$ cat src/rtl/gate_sweep_ctrl.sv
// Self-test sequencer: sweeps every input vector of an N_IN-input gate, samples its output
// and scores it against an expected truth table. Optional GATE_SWEEP_STOP_ON_FAIL_EN ends the sweep at the first mismatch.
module gate_sweep_ctrl #(
    parameter int N_IN   = 2,
    parameter int SETTLE = 1,
    localparam int T     = 1 << N_IN
) (
    input  logic            clk,
    input  logic            rst,
    input  logic            start,
    input  logic [T-1:0]    expected,
    output logic [N_IN-1:0] gate_in,
    input  logic            gate_out,
    output logic            busy,
    output logic            done,
    output logic [T-1:0]    truth,
    output logic [N_IN:0]   fail_count,
    output logic            pass
);
    localparam int CW = (SETTLE > 1) ? $clog2(SETTLE) : 1;

    typedef enum logic [1:0] {IDLE, DRIVE, SAMPLE, DONE} state_t;

    state_t            state_q, state_d;
    logic [N_IN-1:0]   idx_q, idx_d;
    logic [CW-1:0]     cnt_q, cnt_d;
    logic [T-1:0]      exp_q, exp_d;
    logic [N_IN-1:0]   gate_in_q, gate_in_d;
    logic              busy_q, busy_d;
    logic              done_q, done_d;
    logic [T-1:0]      truth_q, truth_d;
    logic [N_IN:0]     fail_count_q, fail_count_d;
    logic              pass_q, pass_d;
    logic              mism, last;

    always_comb begin
        state_d      = state_q;
        idx_d        = idx_q;
        cnt_d        = cnt_q;
        exp_d        = exp_q;
        gate_in_d    = gate_in_q;
        busy_d       = busy_q;
        done_d       = 1'b0;
        truth_d      = truth_q;
        fail_count_d = fail_count_q;
        pass_d       = pass_q;
        mism         = 1'b0;
        last         = 1'b0;
        case (state_q)
            IDLE: begin
                busy_d = 1'b0;
                if (start) begin
                    exp_d        = expected;
                    truth_d      = '0;
                    fail_count_d = '0;
                    pass_d       = 1'b0;
                    idx_d        = '0;
                    cnt_d        = '0;
                    gate_in_d    = '0;
                    busy_d       = 1'b1;
                    state_d      = DRIVE;
                end
            end
            DRIVE: begin
                gate_in_d = idx_q;
                busy_d    = 1'b1;
                if (cnt_q == CW'(SETTLE - 1)) begin
                    cnt_d   = '0;
                    state_d = SAMPLE;
                end else begin
                    cnt_d = cnt_q + CW'(1);
                end
            end
            SAMPLE: begin
                truth_d[idx_q] = gate_out;
                mism = (gate_out != exp_q[idx_q]);
                if (mism) fail_count_d = fail_count_q + (N_IN+1)'(1);
`ifdef GATE_SWEEP_STOP_ON_FAIL_EN
                last = mism || (idx_q == N_IN'(T - 1));
`else
                last = (idx_q == N_IN'(T - 1));
`endif
                if (last) begin
                    state_d = DONE;
                    done_d  = 1'b1;
                end else begin
                    idx_d     = idx_q + N_IN'(1);
                    gate_in_d = idx_q + N_IN'(1);
                    state_d   = DRIVE;
                end
            end
            DONE: begin
                // gate_in still shows the last vector during DONE; it parks at 0 on return to IDLE
                pass_d    = (fail_count_q == '0);
                gate_in_d = '0;
                busy_d    = 1'b0;
                state_d   = IDLE;
            end
            default: state_d = IDLE;
        endcase
    end

    always_ff @(posedge clk) begin
        if (rst) begin
            state_q      <= IDLE;
            idx_q        <= '0;
            cnt_q        <= '0;
            exp_q        <= '0;
            gate_in_q    <= '0;
            busy_q       <= 1'b0;
            done_q       <= 1'b0;
            truth_q      <= '0;
            fail_count_q <= '0;
            pass_q       <= 1'b0;
        end else begin
            state_q      <= state_d;
            idx_q        <= idx_d;
            cnt_q        <= cnt_d;
            exp_q        <= exp_d;
            gate_in_q    <= gate_in_d;
            busy_q       <= busy_d;
            done_q       <= done_d;
            truth_q      <= truth_d;
            fail_count_q <= fail_count_d;
            pass_q       <= pass_d;
        end
    end

    assign gate_in    = gate_in_q;
    assign busy       = busy_q;
    assign done       = done_q;
    assign truth      = truth_q;
    assign fail_count = fail_count_q;
    assign pass       = pass_q;
endmodule

$ cat config.mk
export PLATFORM = sky130hd
export DESIGN_NAME = gate_sweep_ctrl
export DESIGN_NICKNAME = d
export VERILOG_FILES = /design/src/rtl/gate_sweep_ctrl.sv
export SDC_FILE = /design/constraint.sdc
export NUM_CORES = 1
export LEC_CHECK = 0
export ABC_AREA = 0
export CAP_MARGIN = 20
export CORE_UTILIZATION = 45
export DETAILED_ROUTE_END_ITERATION = 10
export GPL_TIMING_DRIVEN = 0
export HOLD_SLACK_MARGIN = 0.02
export PLACE_DENSITY = 0.67
export SLEW_MARGIN = 20
export SYNTH_ARGS = -nofsm -noshare
export SYNTH_HDL_FRONTEND = slang
export SYNTH_SLANG_ARGS = --single-unit
$ cat constraint.sdc
create_clock -name clk -period 3.78 [get_ports clk]
set_clock_uncertainty 0.1 [all_clocks]
set_input_delay 0.567 -clock clk [delete_from_list [all_inputs] [get_ports clk]]
set_output_delay 0.567 -clock clk [all_outputs]
set_load 0.05 [all_outputs]
# ---- Yosys cells after proc, flatten, opt, wreduce, memory -nomap -nowiden
# Index checks and enable logic that the tools add are counted.
dict set report totals {
  ff_bits 21
  latchBits 0
  mem_bits_rw 0
  romBits 0
  inputBits 8
  elab_cells 66
  n_memories 0
}
dict set report classes {
  n_addsub 3
  multipliers 0
  n_div 0
  order_cmp 2
  n_eq_ne 9
  shift 0
  muxes 25
  bitwise 1
  n_reduce_logical 16
}
# operator n
set ops {}
lappend ops {{$pmux 2 s4} 2}
lappend ops {{$reduce_and 2->1} 6}
lappend ops {{$mux 2} 5}
lappend ops {{$ne 2x2->1 const B} 4}
lappend ops {{$pmux 4 s2} 1}
lappend ops {{$eq 2x2->1 const B} 3}
lappend ops {{$mux 1} 6}
lappend ops {{$mux 3} 2}
lappend ops {{$pmux 3 s2} 1}
lappend ops {{$reduce_and 3->1} 2}
lappend ops {{$reduce_bool 2->1} 3}
lappend ops {{$bwmux 4} 1}
lappend ops {{$mux 4} 1}
lappend ops {{$pmux 1 s2} 2}
lappend ops {{$pmux 2 s2} 1}
lappend ops {{$add 3x1->3 const B} 1}
lappend ops {{$logic_not 3->1} 1}
lappend ops {{$lt 2x3->1 const B} 1}
lappend ops {{$pmux 1 s3} 1}
lappend ops {{$reduce_bool 3->1} 1}
lappend ops {{$add 2x1->2 const B} 1}
lappend ops {{$bmux 1 s2} 1}
lappend ops {{$demux 1 s2} 1}
lappend ops {{$eq 2x1->1 const B} 1}
lappend ops {{7 further kinds} 7}

# ---- Logic depth before layout (Yosys ltp)
dict set report depth {
  ltp_word 6
  mapped_depth 8
  ltp_nobuf 6
}

# ---- Least setup slack after synthesis
# No wires, ideal clock.
dict set report synth_path {
  kind {reg2reg}
  startpoint {register state_q[0]}
  endpoint {register fail_count_q[1], in the netlist fail_count[1]}
  arrival_time_ns 1.616
  required_ns 3.596
  path_slack_ns 1.979
  path_stages_with_launch 8
  n_path_buf 1
  synth_period_minus_slack_ns 1.801
  path_cell_list {dfxtp_1 -> inv_1 -> ha_1 -> buf_4 -> or3b_1 -> mux2i_1 -> or3_4 -> o31ai_2}
}
dict set report synth_between {
  elab_chain_len 3
}
# element line
set synth_rtl {}
lappend synth_rtl {{from (decl)} 24} ;# state_t state_q, state_d;
lappend synth_rtl {{from (signal assigned)} 116} ;# state_q <= state_d;
lappend synth_rtl {{$eq 2x2->1 / $logic_not 2->1 (equally long branches)} 49} ;# case (state_q)
lappend synth_rtl {{$ne 2x2->1 (no source line) / $reduce_bool 2->1 (equally long branches)} n/a}
lappend synth_rtl {{$reduce_and 3->1 (no source line)} n/a}
lappend synth_rtl {{to (signal assigned)} 124} ;# fail_count_q <= fail_count_d;
lappend synth_rtl {{to (decl)} 32} ;# logic [N_IN:0] fail_count_q, fail_count_d;
# Several ways; a longest one is shown, not always the timed one.
# A chain may end at the register's enable or synchronous reset.

# ---- Worst setup path after layout
dict set report layout_path {
  startpoint {register fail_count_q[0], in the netlist fail_count[0]}
  endpoint {output fail_count[0]}
}
# element line
set layout_rtl {}
lappend layout_rtl {{to (decl)} 17} ;# output logic [N_IN:0] fail_count,
# No word-level cell between the ends.

==> results.py <==
metrics = {
    "critical_path": {
        "worstPathCellList": "clkdlybuf4s50_1",
        "crit_family": "buffers and inverters",
        "path_buf_inv": 1,
        "end_kind": "output pin",
        "slowest_delay_ns": 0.82,
        "path_max_fanout": 4,
        "slowest_stage": "clkdlybuf4s50_1",
        "crit_type": "register to output pin",
        "cp-start-kind": "register",
        "cp.arrival_ns": 1.50,
        "required_ns": 3.11,
    },
    "cts": {
        "htreeDepth": 1,
        "cts.clk_slew.worst_paths_ns": 0.10,
        "post_cts_buffers": 0,
        "root_buffer": "clkbuf_4",
        "cts_resized": 0,
        "cts_made_buffers": 3,
        "cts_tree": "done",
        "cts_hold_buf": 0,
        "cts_sinks": 20,
        "insertion_delay_ns": 0.30,
        "clockBufferDepth": 2,
    },
    "cells_and_area": {
        "fin_nets": 170,
        "drive_gt1_frac": 0.0604,
        "area_growth_syn_to_layout_pct": 20.9,
        "diodes": 0,
        "fin_area_um2": 1320,
    },
    "synth": {
        "syn_inst": 129,
        "syn_area_per_cell_um2": 8.45,
        "synth_cell_type_count": 32,
        "ys_async_sr_fraction": 0,
        "synth_fp_nets": 148,
        "synth_common_cells": "20 x dfxtp_1, 19 x nand2_1, 12 x nand3_1",
        "synth.most_common_cell": "dfxtp_1",
        "ys_ff_latch": 20,
        "synth_flop_cell": "dfxtp_1",
        "synth_top_area_cell": "dfxtp_1",
        "yosysWarnings": 0,
        "muxShareOfSynthArea": 0.0746,
        "synth_edf_count": 0,
        "synthTopCellsByArea": "dfxtp_1 37%, ha_1 13%, nand2_1 6.5%",
        "synth_top_family_by_area": "simple AND/OR/NAND/NOR gates",
        "synth_compound_area_frac": 0.156,
        "yosysTopAreaCellShare": 0.367,
        "synthXorXnorAreaFrac": 0,
        "synth-simple-area-share": 0.216,
        "synthesis.area_um2": 1090,
        "synthAdderAreaFrac": 0.126,
        "yosysSeqAreaShare": 0.367,
    },
    "routing": {
        "vias_per_cell": 5.39,
        "dr.first_iter.drc_count": 10,
        "drt-total-wl_um": 2260,
        "drtAntennaViolNets": 0,
        "wl_per_cell_um": 12.8,
        "first_pass_iters": 4,
        "drc": 0,
        "via_count": 954,
    },
    "floorplan": {
        "rows": 17,
        "die_y_um": 51.2,
        "ios": 20,
        "coreArea_um2": 2250,
        "initial_utilization": 0.483,
        "die_x_um": 51.2,
        "die-area_um2": 2620,
    },
    "status": {
        "status": "finished, final reports clean",
    },
    "grt": {
        "first_global_vias": 950,
        "grt_max_degree": 11,
        "antenna_found_initial": 0,
        "grtUsageTotal": 0.207,
        "grt_pass1_wl_um": 3970,
        "overflow": 0,
    },
    "placement": {
        "place.gp.congestion": 0.798,
        "portBuffers": 17,
        "placed_area_um2": 1290,
        "dp_hpwl_um": 1720,
    },
    "sta": {
        "finalSetupViolCount": 0,
        "max_slew.worst_pin.slew_ns": 0.496,
        "post-route-min-period_ns": 2.17,
        "slew_headroom": 0.668,
        "hold_viol": 0,
        "report.final.slew_viol_count": 0,
        "fin_setup_tns_ns": 0,
        "grt_setup_unrepaired": "false",
        "fmax_ghz": 0.462,
        "fin_crit_sh": 0.573,
    },
    "pwr": {
        "ir_worst_vdd_mv": 0.217,
        "powerDensity_nw_per_um2": 365,
        "p_leak_nw": 0.504,
        "finalPower_uw": 481,
    },
    "min_path": {
        "hp-class": "register to register",
    },
    "run": {
        "cap_violations": 0,
    },
}
==> through the flow <==
step	cells	util	setup WS (ns)	hold slack [ns]
after floorplan	129	-	1.98	0.336
after global placement	174	0.574	1.46	0.344
after detailed placement	174	0.574	1.43	0.348
after CTS	177	0.584	1.60	0.363
after global routing	177	0.584	1.53	0.398
final	177	0.584	1.61	0.362
==> sequential cells by signal (all words and copies together), names as in the netlist <==
name,cells
busy,1
done,1
exp_q,4
fail_count,3
gate_in,2
idx_q,2
pass,1
state_q,2
truth,4
==> cells by family after synthesis <==
logic type,Yosys count
and+or+nand+nor,49
AOI/OAI and AO/OA,26
DFF,20
buffers and inverters,15
adders and majority gates,11
muxes,8
==> report_power, final <==
part,leakage [nW],switching (mW),internal [mW]
clock,0.0138,0.0622,0.0372
sequential,0.163,0.0102,0.224
combinational,0.328,0.0905,0.0568
==> cell usage in the layout (no fill, tap or decap), types with 2 or more instances in the layout <==
master / synthesis / layout
nor2_1: 8 / 8
clkbuf_4: 0 / 3
clkbuf_1: 2 / 2
a211oi_1: 2 / 2
nor2b_1: 2 / 2
dfxtp_1: 20 / 20
a22oi_1: 2 / 2
o311ai_0: 2 / 2
ha_1: 11 / 11
nand3_1: 12 / 12
nand2_1: 19 / 19
inv_1: 9 / 9
nand3b_1: 2 / 2
o21ai_0: 2 / 2
clkdlybuf4s50_1: 0 / 17
a21oi_1: 10 / 10
buf_4: 2 / 2
mux2i_1: 7 / 7
o21ai_1: 2 / 2
==> path summary, 6_finish.rpt <==
path                   endpoint           from  slack [ns]  depth (start not counted)
setup / recovery  fail_count[0]  fail_count[0]        1.61                          1
hold / removal         exp_q[1]       exp_q[1]        0.36                          2
setup reg to reg  fail_count[2]     state_q[0]        1.75                          7
hold reg to reg        exp_q[1]       exp_q[1]        0.36                          2
==> per-layer routing <==
layer | routed length (um) | share of wire | global-route usage
met3 | 86 | 0.038 | 0.0714
met2 | 1050 | 0.46 | 0.340
met4 | 46 | 0.020 | 0.0991
met5 | 0 | 0 | 0
met1 | 1080 | 0.48 | 0.239
==> area by class of cell <==
| cell class | count | area (um^2) |
|---|---|---|
| clock buffers | 3 | 22.5 |
| plain buffers | 6 | 31.3 |
| repair buffers | 17 | 170 |
| flip-flops and latches | 20 | 400 |
| well taps | 28 | 35.0 |
| fillers | 224 | 937 |
| multi-input cells | 94 | 624 |
| inverters | 9 | 33.8 |
(Power assumes the default switching activity.)
